`src/rtl/dds_iq_seq.sv`:
```
// dds_iq_seq: burst/continuous I/Q sine sequencer driving a two-port registered
// quarter-sine LUT.
//
// Owns the phase accumulator and frequency control word. Each phase is folded
// into a quarter-wave LUT address (sine on port 1, cosine on port 2). The
// quadrant sign travels alongside the LUT read and is applied when the samples
// are registered.
//
// Ports:
//   clk, rst              clock, asynchronous active-high reset
//   start, stop           run control pulses
//   burst_len             samples per burst (0 = continuous), captured on start
//   phase_init            starting phase, captured on start
//   fcw, fcw_we           frequency control word and its load strobe
//   lut_addr1, lut_addr2  sine / cosine LUT addresses (combinational from phase)
//   lut_data1, lut_data2  LUT read data, one cycle after address, non-negative
//   sin_out, cos_out      signed output samples
//   out_valid             samples valid this cycle
//   busy                  high in RUN or DRAIN
//   done                  one-cycle pulse on return to IDLE
module dds_iq_seq #(
    parameter int unsigned PW    = 32,
    parameter int unsigned ABITS = 8,
    parameter int unsigned DW    = 16,
    parameter int unsigned LW    = 16
) (
    input  logic             clk,
    input  logic             rst,
    input  logic             start,
    input  logic             stop,
    input  logic [LW-1:0]    burst_len,
    input  logic [PW-1:0]    phase_init,
    input  logic [PW-1:0]    fcw,
    input  logic             fcw_we,
    output logic [ABITS-1:0] lut_addr1,
    output logic [ABITS-1:0] lut_addr2,
    input  logic [DW-1:0]    lut_data1,
    input  logic [DW-1:0]    lut_data2,
    output logic [DW-1:0]    sin_out,
    output logic [DW-1:0]    cos_out,
    output logic             out_valid,
    output logic             busy,
    output logic             done
);

    typedef enum logic [1:0] {StIdle, StRun, StDrain} state_t;

    state_t          state;
    logic [PW-1:0]   phase;
    logic [PW-1:0]   fcw_reg;
    logic [LW-1:0]   count;
    logic            continuous;
    logic            drain_cnt;

    logic [1:0]       quad_sin;
    logic [1:0]       quad_cos;
    logic [ABITS-1:0] idx;
    logic             issue;

    // Sign bits delayed to line up with the LUT read data.
    logic issue_d;
    logic neg_sin_d;
    logic neg_cos_d;

    logic unused_phase_lsbs;

    // Phase folding: cosine is sine one quadrant ahead; odd quadrants read the
    // table mirrored, upper half-circle is negated.
    assign quad_sin  = phase[PW-1 -: 2];
    assign quad_cos  = quad_sin + 2'd1;
    assign idx       = phase[PW-3 -: ABITS];
    assign lut_addr1 = quad_sin[0] ? ~idx : idx;
    assign lut_addr2 = quad_cos[0] ? ~idx : idx;

    assign issue = (state == StRun) && !stop;

    assign unused_phase_lsbs = ^phase[PW-3-ABITS:0];

    always_ff @(posedge clk or posedge rst) begin
        if (rst) begin
            fcw_reg <= '0;
        end else if (fcw_we) begin
            fcw_reg <= fcw;
        end
    end

    always_ff @(posedge clk or posedge rst) begin
        if (rst) begin
            state      <= StIdle;
            phase      <= '0;
            count      <= '0;
            continuous <= 1'b0;
            drain_cnt  <= 1'b0;
            busy       <= 1'b0;
            done       <= 1'b0;
        end else begin
            done <= 1'b0;
            unique case (state)
                StIdle: begin
                    if (start) begin
                        state      <= StRun;
                        phase      <= phase_init;
                        count      <= burst_len;
                        continuous <= (burst_len == '0);
                        busy       <= 1'b1;
                    end
                end
                StRun: begin
                    if (stop) begin
                        // Stop cycle issues nothing, even if it was the last sample.
                        state     <= StDrain;
                        drain_cnt <= 1'b0;
                    end else begin
                        phase <= phase + fcw_reg;
                        if (!continuous) begin
                            count <= count - LW'(1);
                            if (count == LW'(1)) begin
                                state     <= StDrain;
                                drain_cnt <= 1'b0;
                            end
                        end
                    end
                end
                StDrain: begin
                    // Two cycles lets the last issued sample clear the pipeline.
                    if (drain_cnt) begin
                        state <= StIdle;
                        busy  <= 1'b0;
                        done  <= 1'b1;
                    end else begin
                        drain_cnt <= 1'b1;
                    end
                end
                default: begin
                    state <= StIdle;
                    busy  <= 1'b0;
                end
            endcase
        end
    end

    always_ff @(posedge clk or posedge rst) begin
        if (rst) begin
            issue_d   <= 1'b0;
            neg_sin_d <= 1'b0;
            neg_cos_d <= 1'b0;
            out_valid <= 1'b0;
            sin_out   <= '0;
            cos_out   <= '0;
        end else begin
            issue_d   <= issue;
            neg_sin_d <= quad_sin[1];
            neg_cos_d <= quad_cos[1];
            out_valid <= issue_d;
            if (issue_d) begin
                sin_out <= neg_sin_d ? (DW'(0) - lut_data1) : lut_data1;
                cos_out <= neg_cos_d ? (DW'(0) - lut_data2) : lut_data2;
            end
        end
    end

endmodule

```
`config.mk`:
```
export PLATFORM = sky130hd
export DESIGN_NAME = dds_iq_seq
export DESIGN_NICKNAME = d
export VERILOG_FILES = /design/src/rtl/dds_iq_seq.sv
export SDC_FILE = /design/constraint.sdc
export NUM_CORES = 1
export LEC_CHECK = 0
export CELL_PAD_IN_SITES_DETAIL_PLACEMENT = 0
export CELL_PAD_IN_SITES_GLOBAL_PLACEMENT = 1
export CORE_MARGIN = 2
export CORE_UTILIZATION = 40
export CTS_BUF_LIST = sky130_fd_sc_hd__clkbuf_4 sky130_fd_sc_hd__clkbuf_8
export DETAILED_ROUTE_END_ITERATION = 16
export GPL_ROUTABILITY_DRIVEN = 1
export PLACE_DENSITY = 0.88
export SLEW_MARGIN = 0
export SYNTH_ARGS = -nofsm -noshare
export SYNTH_HDL_FRONTEND = slang
export SYNTH_SLANG_ARGS = --single-unit
```
`constraint.sdc`:
```
create_clock -name clk -period 5.9 [get_ports clk]
set_clock_uncertainty 0.05 [all_clocks]
set_input_delay 1.18 -clock clk [delete_from_list [all_inputs] [get_ports clk]]
set_output_delay 1.18 -clock clk [all_outputs]
set_load 0.02 [all_outputs]
```
==> results of run 1 <==
==> kinds of logic after synthesis <==
family / after synthesis / synth area share
XOR/XNOR: 62 / 0.0716
flip-flops: 122 / 0.403
AND/OR/NAND/NOR: 234 / 0.146
adder cells (fa/ha/maj): 39 / 0.0653
AO/OA/AOI/OAI: 261 / 0.207
multiplexers: 51 / 0.0734
buffers and inverters: 69 / 0.0343
==> power by group <==
| part | leakage (nW) | total, mW | switching, mW | internal (mW) |
|---|---|---|---|---|
| clock network | 0.216 | 0.786 | 0.325 | 0.461 |
| registers | 1.41 | 1.45 | 0.276 | 1.17 |
| logic | 2.50 | 3.24 | 1.87 | 1.38 |
| total | 4.13 | 5.48 | 2.47 | 3.01 |
==> through the flow <==
stage	utilization	hold slack (ps)	setup slack, ps
after global routing	0.530	469	2050
final	0.530	437	2200
after detailed placement	0.507	427	1780
after global placement	0.507	419	1880
after floorplan	-	302	1430
after CTS	0.530	442	2240
==> worst min-delay path, delay by kind of cell, from the launching register on <==
family / cells / cell delay [ps]
flops: 1 / 350
compound gates: 1 / 60
simple gates: 1 / 50
==> area by class of cell <==
cell class,count,area share
multi-input cells,647,0.434
flip-flops and latches,122,0.309
repair buffers,174,0.175
clock buffers,23,0.0302
well taps,234,0.0297
clock inverters,8,0.0119
inverters,26,0.0101
==> layout by cell type (no fill, tap or decap), types with 3 or more instances in the layout <==
master,n
xor2_1,47
a31oi_1,9
o211ai_1,4
a21oi_1,108
nand2_1,61
and3_1,13
ha_1,37
bufinv_16,3
a211oi_1,3
nand2b_1,5
nor3_1,11
a211o_1,3
o22ai_1,15
and2_1,3
dfrtp_1,121
nor3b_1,3
nand4_1,8
o31ai_1,10
clkbuf_8,20
mux2_2,37
mux2i_1,14
buf_4,7
nor2b_1,6
o21ai_0,61
or3_1,15
clkbuf_4,3
xnor2_1,15
a21o_1,12
o221ai_1,3
nor4_1,8
inv_1,25
o41ai_1,3
o21a_1,7
clkdlybuf4s50_1,167
nor2_1,73
nand3_1,20
clkinv_2,4
==> per-layer routing <==
metal | global-route usage | up-vias | share of wire | wire length, um
li1 | - | 3335 | - | -
met1 | 0.281 | 3235 | 0.44 | 9260
met2 | 0.351 | 240 | 0.48 | 9950
met3 | 0.0405 | 23 | 0.067 | 1400
met4 | 0.0684 | 0 | 0.015 | 317
met5 | 0 | - | 0 | 0
==> worst max-delay path by stage <==
| stage | slack, ps | from | depth (start not counted) | to |
|---|---|---|---|---|
| after global routing | 2050 | start | 9 | phase[31] |
| final | 2200 | start | 9 | phase[31] |
| after floorplan | 1430 | rst | 1 | busy |
| after global placement | 1880 | start | 9 | phase[31] |
| after detailed placement | 1780 | start | 9 | phase[31] |
| after CTS | 2240 | start | 9 | phase[31] |
==> flow_metrics.env, run 1 <==
export IMPL_status="finished clean"
export IMPL_hold_path_startpoint="phase[3]"
export IMPL_fin_crit_ps=3700
export IMPL_hold_viol=0
export IMPL_cp_start_kind="input pin"
export IMPL_end_kind="flip-flop"
export IMPL_cp_top_family="compound AO/OA/AOI/OAI gates"
export IMPL_finalPower_mw=5.48
export IMPL_cp_cell_sequence="clkdlybuf4s50_1, nand2b_1, o21ai_0, a21oi_4, buf_4, nand2_1, o22ai_1, a21oi_1, mux2_2"
export IMPL_slowest_delay_ps=470
export IMPL_dr_pass1_iters=5
export IMPL_clk_path_buf_depth=2
export IMPL_criticalPathCategory="in2reg"
export IMPL_place_inst=1203
export IMPL_clk_pin_slew_worst_paths_ps=70
export IMPL_final_net_count=1144
export IMPL_r2r_start="state[1]"
export IMPL_grt_overflow_total=0
export IMPL_dpl_cell_area_um2=9460
export IMPL_rr_worst_depth=10
export IMPL_synth_area_um2=7580
export IMPL_io_pins=168
export IMPL_worst_path_max_fanout=36
export IMPL_viasPerCell=5.54
export IMPL_place_port_buffers=167
export IMPL_drtAntennaViolNets=0
export IMPL_antenna_found_initial=0
export IMPL_cts_buffers=17
export IMPL_reg2reg_slack_ps=2340
export IMPL_detail_route_wirelength_um=20900
export IMPL_fin_setup_tns_ps=0
export IMPL_grt_max_degree=83
export IMPL_syn_area_per_cell_um2=9.05
export IMPL_synthCells=838
export IMPL_cts_root_buf="clkbuf_8"
export IMPL_drc_errors=0
export IMPL_chipHeight_um=142
export IMPL_ir_drop_mv=0.228
export IMPL_hp_class="reg2reg"
export IMPL_synth_edf_count=0
export IMPL_holdPathStages=2
export IMPL_synth_most_common_cell="dfrtp_1"
export IMPL_drt_iter0_drc=386
export IMPL_seq_area_frac_synth=0.403
export IMPL_die_x_um=142
export IMPL_max_freq_mhz=270
export IMPL_cp_arrival_ps=3970
export IMPL_rows=50
export IMPL_rsz0062_at_grt="false"
export IMPL_post_cts_setup_buffers=0
export IMPL_hpwlAfterDp_um=15300
export IMPL_fillers=1760
export IMPL_synth_commonest_cells="122 x dfrtp_1, 109 x a21oi_1, 73 x nor2_1"
export IMPL_power_leakage_nw=4.13
export IMPL_num_vias=6833
export IMPL_cts_resized=0
export IMPL_htreeDepth=4
export IMPL_crit_buf_inv=2
export IMPL_start_util=0.407
export IMPL_regArea_um2=3050
export IMPL_synthTopCellsByArea="dfrtp_1 40%, a21oi_1 7.2%, ha_1 6.3%"
export IMPL_fin_crit_sh=0.627
export IMPL_grt_pass1_wl_um=33900
export IMPL_die_area_um2=20100
export IMPL_first_global_vias=6611
export IMPL_design_area_um2=9870
export IMPL_multiInputGateArea_um2=4290
export IMPL_slowest_stage="clkdlybuf4s50_1"
export IMPL_synth_top_area_share=0.403
export IMPL_worst_slew_pin_slew_ps=1040
export IMPL_yosys_warnings=0
export IMPL_final_cell_count_no_fill=1234
export IMPL_clock_latency_ps=430
export IMPL_syn_nets=994
export IMPL_ctsHoldBuffers=0
export IMPL_yosysUniqueCellTypes=59
export IMPL_ys_seq_elements=122
export IMPL_min_to="phase[3]"
export IMPL_wire_per_inst_um=16.9
export IMPL_cap_violations=0
export IMPL_coreArea_um2=18600
export IMPL_clock_sinks=122
export IMPL_finalSetupViolations=0
export IMPL_antenna_cells=0
export IMPL_area_growth_pct=30.2
export IMPL_cts_tree="done"
export IMPL_max_slew_margin=0.306
export IMPL_gp_congestion=0.870
export IMPL_drive_gt1_frac=0.0840
export IMPL_slew_viol_final=0
export IMPL_p_per_area_nw_per_um2=555
export IMPL_r2r_end="phase[31]"
export IMPL_yosysTopAreaCell="dfrtp_1"
export IMPL_cp_required_ps=6170
export IMPL_synth_ff_type="dfrtp_1"
export IMPL_grt_usage=0.212
export IMPL_async_flop_share=1.00
Power figures use the tool's default switching activity.
==> inputs of run 2 (changes only) <==
--- a/config.mk
+++ b/config.mk
@@ -8,11 +8,11 @@
 export CELL_PAD_IN_SITES_DETAIL_PLACEMENT = 0
 export CELL_PAD_IN_SITES_GLOBAL_PLACEMENT = 1
 export CORE_MARGIN = 2
-export CORE_UTILIZATION = 40
+export CORE_UTILIZATION = 36
 export CTS_BUF_LIST = sky130_fd_sc_hd__clkbuf_4 sky130_fd_sc_hd__clkbuf_8
 export DETAILED_ROUTE_END_ITERATION = 16
 export GPL_ROUTABILITY_DRIVEN = 1
-export PLACE_DENSITY = 0.88
+export PLACE_DENSITY = 0.83
 export SLEW_MARGIN = 0
 export SYNTH_ARGS = -nofsm -noshare
 export SYNTH_HDL_FRONTEND = slang
==> constraint.sdc (replaced) <==
create_clock -name clk -period 3.4 [get_ports clk]
set_clock_uncertainty 0.05 [all_clocks]
set_input_delay 0.68 -clock clk [delete_from_list [all_inputs] [get_ports clk]]
set_output_delay 0.68 -clock clk [all_outputs]
set_load 0.02 [all_outputs]
==> run 2 against run 1 <==
Against the previous run:
- global-route usage is 1.7 points lower
- register-to-register slack got worse by 1800 ps
- via count is 0.67% lower
- clock power grew 87%
- design area up 1.7%
- die area increased by 11%
- total power is 77% higher
- worst hold slack improved by 8.3 ps
- critical path type is now reg2out
- critical endpoint is now lut_addr1[4]
==> flow_metrics.env, run 2 (synthesis gave the netlist of run 1 again) <==
export IMPL_status="finished clean"
export IMPL_io_pins=168
export IMPL_r2r_start="phase[0]"
export IMPL_worst_slack_ps=461
export IMPL_finalPower_mw=9.67
export IMPL_area_growth_pct=32.3
export IMPL_slowest_stage="dfrtp_1"
export IMPL_critPathCapture="lut_addr1[4]"
export IMPL_hpwlAfterDp_um=16100
export IMPL_rows=53
export IMPL_finalSetupViolations=0
export IMPL_multiInputGateArea_um2=4290
export IMPL_dr_pass1_iters=5
export IMPL_max_freq_mhz=340
export IMPL_cp_arrival_ps=2210
export IMPL_place_inst=1251
export IMPL_cp_depth=2
export IMPL_chipHeight_um=149
export IMPL_worst_path_max_fanout=11
export IMPL_dp_slack_ps=387
export IMPL_hold_slack_ps=445
export IMPL_pwr_share_seq=0.261
export IMPL_cts_root_buf="clkbuf_8"
export IMPL_clock_sinks=122
export IMPL_first_global_vias=6763
export IMPL_fin_crit_ps=2940
export IMPL_p_per_area_nw_per_um2=963
export IMPL_clk_pin_slew_worst_paths_ps=80
export IMPL_htreeDepth=4
export IMPL_cap_violations=0
export IMPL_viasPerCell=5.28
export IMPL_fin_crit_sh=0.864
export IMPL_drt_iter0_drc=369
export IMPL_final_net_count=1151
export IMPL_worst_slew_pin_slew_ps=929
export IMPL_final_cell_count_no_fill=1285
export IMPL_grt_max_degree=52
export IMPL_die_area_um2=22200
export IMPL_startpoint="phase[30]"
export IMPL_internal_power_mw=5.29
export IMPL_grt_usage=0.195
export IMPL_grt_overflow_total=0
export IMPL_wire_per_inst_um=16.6
export IMPL_layout_common_cells="167 x clkdlybuf4s50_1, 121 x dfrtp_1, 108 x a21oi_1, 73 x nor2_1"
export IMPL_drive_gt1_frac=0.0913
export IMPL_drtAntennaViolNets=0
export IMPL_slew_viol_final=0
export IMPL_cp_required_ps=2670
export IMPL_p_sw_mw=4.38
export IMPL_cts_resized=0
export IMPL_slowest_delay_ps=680
export IMPL_hold_viol=0
export IMPL_p_comb_frac=0.587
export IMPL_coreArea_um2=20800
export IMPL_criticalPathCategory="reg2out"
export IMPL_clock_latency_ps=450
export IMPL_start_util=0.364
export IMPL_gp_congestion=0.908
export IMPL_cts_tree="done"
export IMPL_hold_path_startpoint="phase[10]"
export IMPL_end_kind="primary output"
export IMPL_place_port_buffers=167
export IMPL_clkPwrFrac=0.152
export IMPL_regArea_um2=3050
export IMPL_power_leakage_nw=4.16
export IMPL_drc_errors=0
export IMPL_hp_class="reg2reg"
export IMPL_cp_cell_sequence="xor2_1, clkdlybuf4s50_1"
export IMPL_rr_worst_depth=9
export IMPL_swShare=0.453
export IMPL_die_x_um=149
export IMPL_fillers=2043
export IMPL_reg2reg_slack_ps=530
export IMPL_final_common_cell="clkdlybuf4s50_1"
export IMPL_detail_route_wirelength_um=21300
export IMPL_num_vias=6787
export IMPL_grt_pass1_wl_um=34400
export IMPL_rsz0062_at_grt="false"
export IMPL_post_cts_setup_buffers=0
export IMPL_fin_setup_tns_ps=0
export IMPL_crit_buf_inv=1
export IMPL_cp_start_kind="flip-flop"
export IMPL_clk_path_buf_depth=2
export IMPL_antenna_found_initial=2
export IMPL_ctsHoldBuffers=0
export IMPL_cts_buffers=17
export IMPL_cp_top_family="flip-flops"
export IMPL_r2r_end="phase[26]"
export IMPL_max_slew_margin=0.374
export IMPL_ir_drop_mv=0.464
==> run 2: cell type report <==
type,instances,area share
flip-flops and latches,122,0.304
well taps,275,0.0343
clock buffers,17,0.0233
inverters,26,0.0101
multi-input cells,647,0.427
repair buffers,181,0.179
diodes,2,0.000499
clock inverters,15,0.0212
==> run 2: how the worst min path moves through the flow <==
| stage | to | cells after the start |
|---|---|---|
| CTS | phase[2] | 2 |
| detailed placement | phase[6] | 2 |
| global placement | phase[16] | 1 |
| finish | phase[10] | 2 |
| global route | sin_out[14] | 1 |
| floorplan | out_valid | 0 |
==> run 2: stage by stage <==
| step | instance area, um2 | utilization |
|---|---|---|
| after floorplan | 7590 | - |
| after global placement | 9590 | 0.460 |
| after detailed placement | 9590 | 0.460 |
| after CTS | 10000 | 0.482 |
| after global routing | 10000 | 0.482 |
| final | 10000 | 0.482 |
==> run 2: routing by layer <==
layer	up-vias	routed length, um	GRT usage
met1	3214	9570	0.252
met3	35	1290	0.0456
li1	3342	-	-
met2	196	9920	0.321
met5	-	0	0
met4	0	512	0.0714
==> run 2: power groups by stage <==
stage / clock (mW) / combinational, mW / sequential (mW)
2_1_floorplan: 0 / 3.66 / 2.61
3_3_place_gp: 0 / 5.62 / 2.54
3_5_place_dp: 0 / 5.67 / 2.55
4_1_cts: 1.50 / 5.70 / 2.53
5_1_grt: 1.59 / 6.27 / 2.62
6_report: 1.47 / 5.67 / 2.53
==> run 2: worst register-to-register path: stages (launching register included) <==
cell      delay [ps]
dfrtp_1          390
ha_1             230
fa_1             430
a211oi_1         370
o311a_1          290
o31ai_1          160
a211o_1          370
a21oi_1          200
xor2_1           170
a21oi_1           80
